<file path="config.mk">
export PLATFORM = sky130hd
export DESIGN_NAME = bam8_err_stats
export DESIGN_NICKNAME = d
export VERILOG_FILES = /design/src/rtl/bam8_err_stats.sv
export SDC_FILE = /design/constraint.sdc
export NUM_CORES = 1
export LEC_CHECK = 0
export ABC_AREA = 0
export ABC_CLOCK_PERIOD_IN_PS = 6100
export CORE_MARGIN = 2
export CORE_UTILIZATION = 46
export CTS_CLUSTER_DIAMETER = 120
export DETAILED_ROUTE_END_ITERATION = 7
export DONT_BUFFER_PORTS = 1
export SLEW_MARGIN = 0
export SYNTH_ARGS = -nofsm -noshare
export SYNTH_HDL_FRONTEND = slang
export SYNTH_SLANG_ARGS = --single-unit
</file>
<file path="constraint.sdc">
create_clock -name clk -period 6.1 [get_ports clk]
set_input_delay 1.22 -clock clk [delete_from_list [all_inputs] [get_ports clk]]
set_output_delay 1.22 -clock clk [all_outputs]
set_load 0.03 [all_outputs]
</file>
<file path="src/rtl/bam8_err_stats.sv">
// Error statistics collector for an 8x8 approximate multiplier: compares each
// approximate product against the exact one and accumulates count/max/sum of error distance.
module bam8_err_stats #(
  parameter int SUM_W = 32
) (
  input  logic             clk,
  input  logic             rst,
  input  logic             start,
  input  logic [15:0]      n_samples,
  input  logic             in_valid,
  output logic             in_ready,
  input  logic [7:0]       a,
  input  logic [7:0]       b,
  input  logic [15:0]      approx,
  output logic             busy,
  output logic             done,
  output logic [15:0]      sample_cnt,
  output logic [15:0]      err_cnt,
  output logic [15:0]      max_ed,
  output logic [SUM_W-1:0] sum_ed,
  output logic             sum_sat
);

  typedef enum logic [1:0] {S_IDLE, S_RUN, S_DRAIN, S_DONE} state_t;

  // |exact - approx| via a 17-bit signed difference; the magnitude always fits 16 bits
  function automatic logic [15:0] abs_ed(input logic [15:0] exact, input logic [15:0] apx);
    logic signed [16:0] diff;
    logic signed [16:0] mag;
    diff = $signed({1'b0, exact}) - $signed({1'b0, apx});
    mag  = diff[16] ? -diff : diff;
    return mag[15:0];
  endfunction

  // MSB of the result flags overflow; the low SUM_W bits are already clamped to all-ones
  function automatic logic [SUM_W:0] sat_add(input logic [SUM_W-1:0] acc, input logic [15:0] ed);
    logic [SUM_W:0] s;
    s = {1'b0, acc} + {{(SUM_W-15){1'b0}}, ed};
    if (s[SUM_W]) s = {1'b1, {SUM_W{1'b1}}};
    return s;
  endfunction

  state_t            r_state, w_state_nxt;
  logic [15:0]       r_rem;
  logic              r_vld_p1, r_vld_p2;
  logic [7:0]        r_a_p1, r_b_p1;
  logic [15:0]       r_apx_p1;
  logic [15:0]       r_ed_p2;
  logic              r_err_p2;
  logic [15:0]       r_sample_cnt, r_err_cnt, r_max_ed;
  logic [SUM_W-1:0]  r_sum_ed;
  logic              r_sum_sat;

  logic              w_accept;
  logic              w_start_ok;
  logic [15:0]       w_exact_p1;
  logic [15:0]       w_ed_p1;
  logic [SUM_W:0]    w_sum_nxt;

  assign in_ready   = (r_state == S_RUN);
  assign busy       = (r_state == S_RUN) || (r_state == S_DRAIN);
  assign done       = (r_state == S_DONE);
  assign w_accept   = in_valid && in_ready;
  assign w_start_ok = start && ((r_state == S_IDLE) || (r_state == S_DONE));

  assign sample_cnt = r_sample_cnt;
  assign err_cnt    = r_err_cnt;
  assign max_ed     = r_max_ed;
  assign sum_ed     = r_sum_ed;
  assign sum_sat    = r_sum_sat;

  // DRAIN ends on the edge that retires the last sample into the statistics
  always_comb begin
    w_state_nxt = r_state;
    case (r_state)
      S_IDLE, S_DONE: if (start) w_state_nxt = (n_samples == 16'd0) ? S_DONE : S_RUN;
      S_RUN:          if (w_accept && (r_rem == 16'd1)) w_state_nxt = S_DRAIN;
      S_DRAIN:        if (r_vld_p2 && !r_vld_p1) w_state_nxt = S_DONE;
      default:        w_state_nxt = S_IDLE;
    endcase
  end

  always_ff @(posedge clk or posedge rst) begin
    if (rst) begin
      r_state  <= S_IDLE;
      r_rem    <= 16'd0;
      r_vld_p1 <= 1'b0;
      r_vld_p2 <= 1'b0;
    end else begin
      r_state  <= w_state_nxt;
      if (w_start_ok)    r_rem <= n_samples;
      else if (w_accept) r_rem <= r_rem - 16'd1;
      r_vld_p1 <= w_accept;
      r_vld_p2 <= r_vld_p1;
    end
  end

  // Stage 1: capture operands on acceptance
  always_ff @(posedge clk) begin
    if (w_accept) begin
      r_a_p1   <= a;
      r_b_p1   <= b;
      r_apx_p1 <= approx;
    end
  end

  // Stage 2: exact product and error distance
  assign w_exact_p1 = {8'd0, r_a_p1} * {8'd0, r_b_p1};
  assign w_ed_p1    = abs_ed(w_exact_p1, r_apx_p1);

  always_ff @(posedge clk) begin
    if (r_vld_p1) begin
      r_ed_p2  <= w_ed_p1;
      r_err_p2 <= (w_ed_p1 != 16'd0);
    end
  end

  // Stage 3: statistics accumulation
  assign w_sum_nxt = sat_add(r_sum_ed, r_ed_p2);

  always_ff @(posedge clk or posedge rst) begin
    if (rst) begin
      r_sample_cnt <= 16'd0;
      r_err_cnt    <= 16'd0;
      r_max_ed     <= 16'd0;
      r_sum_ed     <= '0;
      r_sum_sat    <= 1'b0;
    end else if (w_start_ok) begin
      r_sample_cnt <= 16'd0;
      r_err_cnt    <= 16'd0;
      r_max_ed     <= 16'd0;
      r_sum_ed     <= '0;
      r_sum_sat    <= 1'b0;
    end else if (r_vld_p2) begin
      r_sample_cnt <= r_sample_cnt + 16'd1;
      r_err_cnt    <= r_err_cnt + {15'd0, r_err_p2};
      if (r_ed_p2 > r_max_ed) r_max_ed <= r_ed_p2;
      r_sum_ed     <= w_sum_nxt[SUM_W-1:0];
      r_sum_sat    <= r_sum_sat | w_sum_nxt[SUM_W];
    end
  end

endmodule

</file>
### Word-level counts from Yosys, hierarchy flattened

Cells that the tools add are included.

| word-level totals | value |
|---|---|
| register bits | 150 |
| logic and storage cells | 66 |

| operators by class | value |
|---|---|
| reductions and logical operators | 16 |
| bitwise operators | 1 |
| multipliers | 1 |
| add/sub/neg operators | 6 |
| $lt $le $gt $ge | 1 |
| equal/unequal tests | 7 |
| mux-type cells | 20 |

Operator list:

| kind | number |
|---|---|
| $mux W16 | 10 |
| $mux W32 | 2 |
| $add A32 B16 Y33 | 1 |
| $mux W33 | 1 |
| $sub A16 B16 Y17 | 1 |
| $add A16 B1 Y16 | 1 |
| $add A16 B1 Y16 const B | 1 |
| $eq A16 B1 Y1 const B | 1 |
| $gt A16 B16 Y1 | 1 |
| $logic_not A16 Y1 | 1 |
| $mul A8 B8 Y16 | 1 |
| $neg A16 Y16 | 1 |
| $reduce_bool A16 Y1 | 1 |
| $sub A16 B1 Y16 const B | 1 |
| $mux W2 | 4 |
| $pmux W2 S3 | 1 |
| $reduce_bool A2 Y1 | 3 |
| $eq A2 B2 Y1 const B | 2 |
| $logic_and A1 B1 Y1 | 4 |
| $ne A2 B1 Y1 const B | 2 |
| $reduce_and A3 Y1 | 1 |
| $eq A2 B1 Y1 const B | 1 |
| $logic_not A2 Y1 | 1 |
| $logic_or A1 B1 Y1 | 2 |
| other kinds (6) | 7 |

### Depth between registers and ports, before layout

| depth | value |
|---|---|
| depth in word-level cells | 5 |
| gate-level depth with buffers | 21 |
| depth with buffers taken out | 19 |

### Least setup slack after synthesis

Ideal clock, no wire load.

| path | value |
|---|---|
| kind | reg-to-reg |
| start point | register r_a_p1[3] |
| end point | register r_err_p2 (data pin) |
| stages on the path, launching flop included | 20 |
| required time | 5.827 ns |
| setup time | 0.273 ns |
| period minus slack after synthesis | 5.567 ns |
| slack | 0.533 ns |
| arrival time | 5.294 ns |
| path through | edfxtp_1 -> and2_1 -> fa_1 -> inv_1 -> fa_1 -> inv_1 -> fa_1 -> inv_1 -> fa_1 -> inv_1 -> ha_1 -> and2_4 -> a21o_1 -> or3_1 -> o221a_4 -> xnor2_4 -> a21oi_1 -> or4_1 -> a2111oi_2 -> nand4_1 |

| on the way | value |
|---|---|
| word-level cells in the longest chain between the ends | 5 |

RTL lines:

| item | line | text |
|---|---|---|
| start, declared | 46 | `logic [7:0] r_a_p1, r_b_p1;` |
| start signal, assigned | 101 | `r_a_p1 <= a;` |
| $mul A8 B8 Y16 (*) | 108 | `assign w_exact_p1 = {8'd0, r_a_p1} * {8'd0, r_b_p1};` |
| $sub A16 B16 Y17 (*) | 30 | `diff = $signed({1'b0, exact}) - $signed({1'b0, apx});` |
| $neg A16 Y16 | 31 | `mag = diff[16] ? -diff : diff;` |
| $mux W16 (*) | 31 |  |
| $reduce_bool A16 Y1 (*) | 114 | `r_err_p2 <= (w_ed_p1 != 16'd0);` |
| end signal, assigned | 114 |  |
| end, declared | 49 | `logic r_err_p2;` |

Every way passes the cells marked *; elsewhere a longest branch is shown, timed or not.
A chain may end at the register's enable or synchronous reset.

### Worst setup path in the final report

Ends and elaborated chain as after synthesis.

==> run_results.csv <==
group,metric,value,unit
worst_setup_path,crit_slowest_cell,"fa_1",
place,portBuffers,0,
synth,synth_edf_count,49,
timing,fin_skew,0.0165,ns
clock_network,ctsResizeCount,0,
clock_network,cts_tree,"built",
clock_network,numCtsBuffers,17,
global_routing,grt_pass1_wl,38200,um
drt,first_pass_iters,5,
layout,areaGrowthSynthToFinish,8.90,%
die,pin_count,136,
layout,drive_above_1_share,5.46,%
drt,routed_wirelength,23200,um
worst_setup_path,crit_type,"reg2reg",
global_routing,overflow,0,
worst_setup_path,cp_num_buf_inv,4,
outcome,outcome,"finished, final reports clean",
drt,vias,7790,
worst_setup_path,cp_max_fo,8,
clock_network,worstSkewPairLatency,0.43,ns
global_routing,grt_max_degree,80,
layout,final_common_cell,"inv_1",
layout,layout_common_cells,"inv_1, nand2_1, dfrtp_1, ha_1, o21ai_0",
worst_hold_path,hold_class,"reg2reg",
timing,tightestPinTransition,1.02,ns
synth,synth_cell_types,63,
global_routing,grt_usage,19.4,%
drt,drc,0,
timing,rsz0062_at_grt,"no",
timing,period_share,94.2,%
drt,viasPerCell,5.36,
clock_network,clkSinkCount,150,
layout,nets,1309,
timing,timing.fmax,174,MHz
die,die_y,157,um
synth,ys_warn_count,0,
clock_network,cts_setup_buffers,0,
layout,insertedDiodeCount,0,
synth,synth-seq-area-share,37.0,%
drt,drtIter0Drc,444,
worst_setup_path,path_delay_family,"adder cells",
die,die_x,157,um
timing,finalSetupTns,0,ns
drt,drtAntennaViolNets,0,
die,die_area,24700,um^2
synth,syn_area_per_cell,9.60,um^2
run,drv_cap,0,
clock_network,clk_pin_slew,0.07,ns
timing,finalCriticalPeriod,5.74,ns
timing,setup_viol,0,
synth,yosys_register_bits,150,
timing,maxSlewViolCount,0,
drt,wl_per_cell,16.0,um
synth,synth_ff_type,"dfrtp_1",
clock_network,cts_root_buffer,"clkbuf_16",
synth,synth_nets,1313,
worst_setup_path,crit_arrival,5.90,ns
global_routing,grt_pass1_vias,7698,
die,core_area,23300,um^2
place,gp_congestion,0.869,
worst_setup_path,critical_path.max_stage_delay,0.53,ns
synth,synthCells,1126,
die,start_util,46.5,%
clock_network,cts.htree.levels,4,
global_routing,antenna_found_initial,0,
synth,ys_async_sr_fraction,67.3,%
die,rows,56,
worst_setup_path,cp.required,6.26,ns
worst_setup_path,path_cells,"and2_1 -> fa_1 -> inv_1 -> fa_1 -> inv_1 -> fa_1 -> inv_1 -> fa_1 -> inv_1 -> ha_1 -> and2_4 -> a21o_1 -> or3_1 -> o221a_4 -> xnor2_4 -> a21oi_1 -> or4_1 -> a2111oi_2 -> nand4_1",
synth,netlist_area,10800,um^2
timing,relSlewSlack,31.9,%
clock_network,cts_buffer_depth,2,
clock_network,ctsHoldBuffers,0,
place,dp_hpwl,17700,um
worst_setup_path,setup.worst_path.start_class,"flip-flop",
worst_setup_path,cp-end-kind,"flip-flop",
timing,finalHoldViolCount,0,
[stage by stage]
stage | hold WS (ns) | util [%] | cells | worst slack (ns) | area [um^2]
4_1_cts | 0.575 | 50.5 | 1454 | 0.321 | 11800
3_3_place_gp | 0.540 | 48.0 | 1422 | 0.432 | 11200
6_report | 0.565 | 50.6 | 1454 | 0.357 | 11800
3_5_place_dp | 0.559 | 48.0 | 1422 | 0.340 | 11200
5_1_grt | 0.586 | 50.6 | 1454 | 0.00506 | 11800
2_1_floorplan | 0.500 | - | 1126 | 0.533 | 10800
[cell usage after synthesis, drive strengths merged (2+ instances only)]
cell     number  area [um^2]
nor2b         3         18.8
xnor2        44          404
or3          18          113
a31o          3         26.3
o21ai        82          410
o21bai        2         15.0
nand3        34          170
nor4b         2         17.5
clkbuf       24         90.1
o211ai        5         37.5
fa           51         1020
or4           4         30.0
o311ai        4         35.0
nor4         13         81.3
xor2         42          368
nand3b        3         22.5
a2111oi       3         32.5
nor3b         2         15.0
a211oi        7         52.6
o31ai        18          135
dfrtp       101         2530
nor3         11         55.1
buf           7         37.5
nand4        22          138
mux2i        21          210
inv         128          480
or2          10         62.6
nor2         72          270
nand2b        8         50.1
a41oi         3         26.3
and2         45          284
a31oi         5         31.3
ha           84         1050
a21oi        35          175
a211o         2         17.5
nand2       103          387
a21o         19          143
o21a          9         67.6
and3         14         87.6
edfxtp       49         1470
a311oi        2         23.8
[cell families after synthesis]
group                      Yosys count  synth area share, %
and+or+nand+nor                    365                 16.7
AOI/OAI and AO/OA                  210                 12.4
buffers and inverters              159                 5.62
DFF                                150                 37.0
adders and majority gates          135                 19.2
xor gates and xnor gates            86                 7.14
muxes                               21                 1.94
[sequential cells by signal, indices dropped and copies added (netlist names)]
| register | count |
|---|---|
| err_cnt | 16 |
| max_ed | 16 |
| r_a_p1 | 8 |
| r_apx_p1 | 16 |
| r_b_p1 | 8 |
| r_ed_p2 | 16 |
| r_err_p2 | 1 |
| r_rem | 16 |
| r_state | 2 |
| r_vld_p1 | 1 |
| r_vld_p2 | 1 |
| sample_cnt | 16 |
| sum_ed | 32 |
| sum_sat | 1 |
[layer usage]
metal	track usage, %	wire length, um	vias to the layer above
li1	-	-	3875
met1	24.1	10300	3712
met2	33.7	11400	168
met3	4.16	1100	35
met4	5.80	404	0
met5	0	0	-
[layout make-up]
type	instances	area, um^2
Multi-Input combinational cell	817	6230
Inverter	128	483
Clock inverter	15	176
Sequential cell	150	4000
Fill cell	2134	11500
Timing Repair Buffer	8	60.1
Tap cell	319	399
Clock buffer	17	425
[final timing paths]
kind,from,to,slack (ns),depth (start not counted)
worst max-delay path,r_a_p1[3]$_DFFE_PP_,r_err_p2$_DFFE_PP_,0.36,19
worst min-delay path,r_ed_p2[0]$_DFFE_PP_,max_ed[0]$_DFFE_PP0P_,0.57,2
worst max register to register,r_a_p1[3]$_DFFE_PP_,r_err_p2$_DFFE_PP_,0.36,19
worst min register to register,r_ed_p2[0]$_DFFE_PP_,max_ed[0]$_DFFE_PP0P_,0.57,2
max in group asynchronous,rst,r_rem[14]$_DFFE_PP0P_,4.19,2
min in group asynchronous,rst,sample_cnt[15]$_DFFE_PP0P_,0.60,1
[worst register-to-register path, delay by kind of cell (launching register included)]
kind | cells | cell delay (ns)
xor gates and xnor gates | 1 | 0.13
and+or+nand+nor | 5 | 1.32
AOI/OAI and AO/OA | 4 | 0.88
adders and majority gates | 5 | 2.43
DFF | 1 | 0.49
buffers and inverters | 4 | 0.20
Power is left out: the tool's default activity adds up to more than one toggle a clock period on the data nets, which glitch-free logic cannot reach.
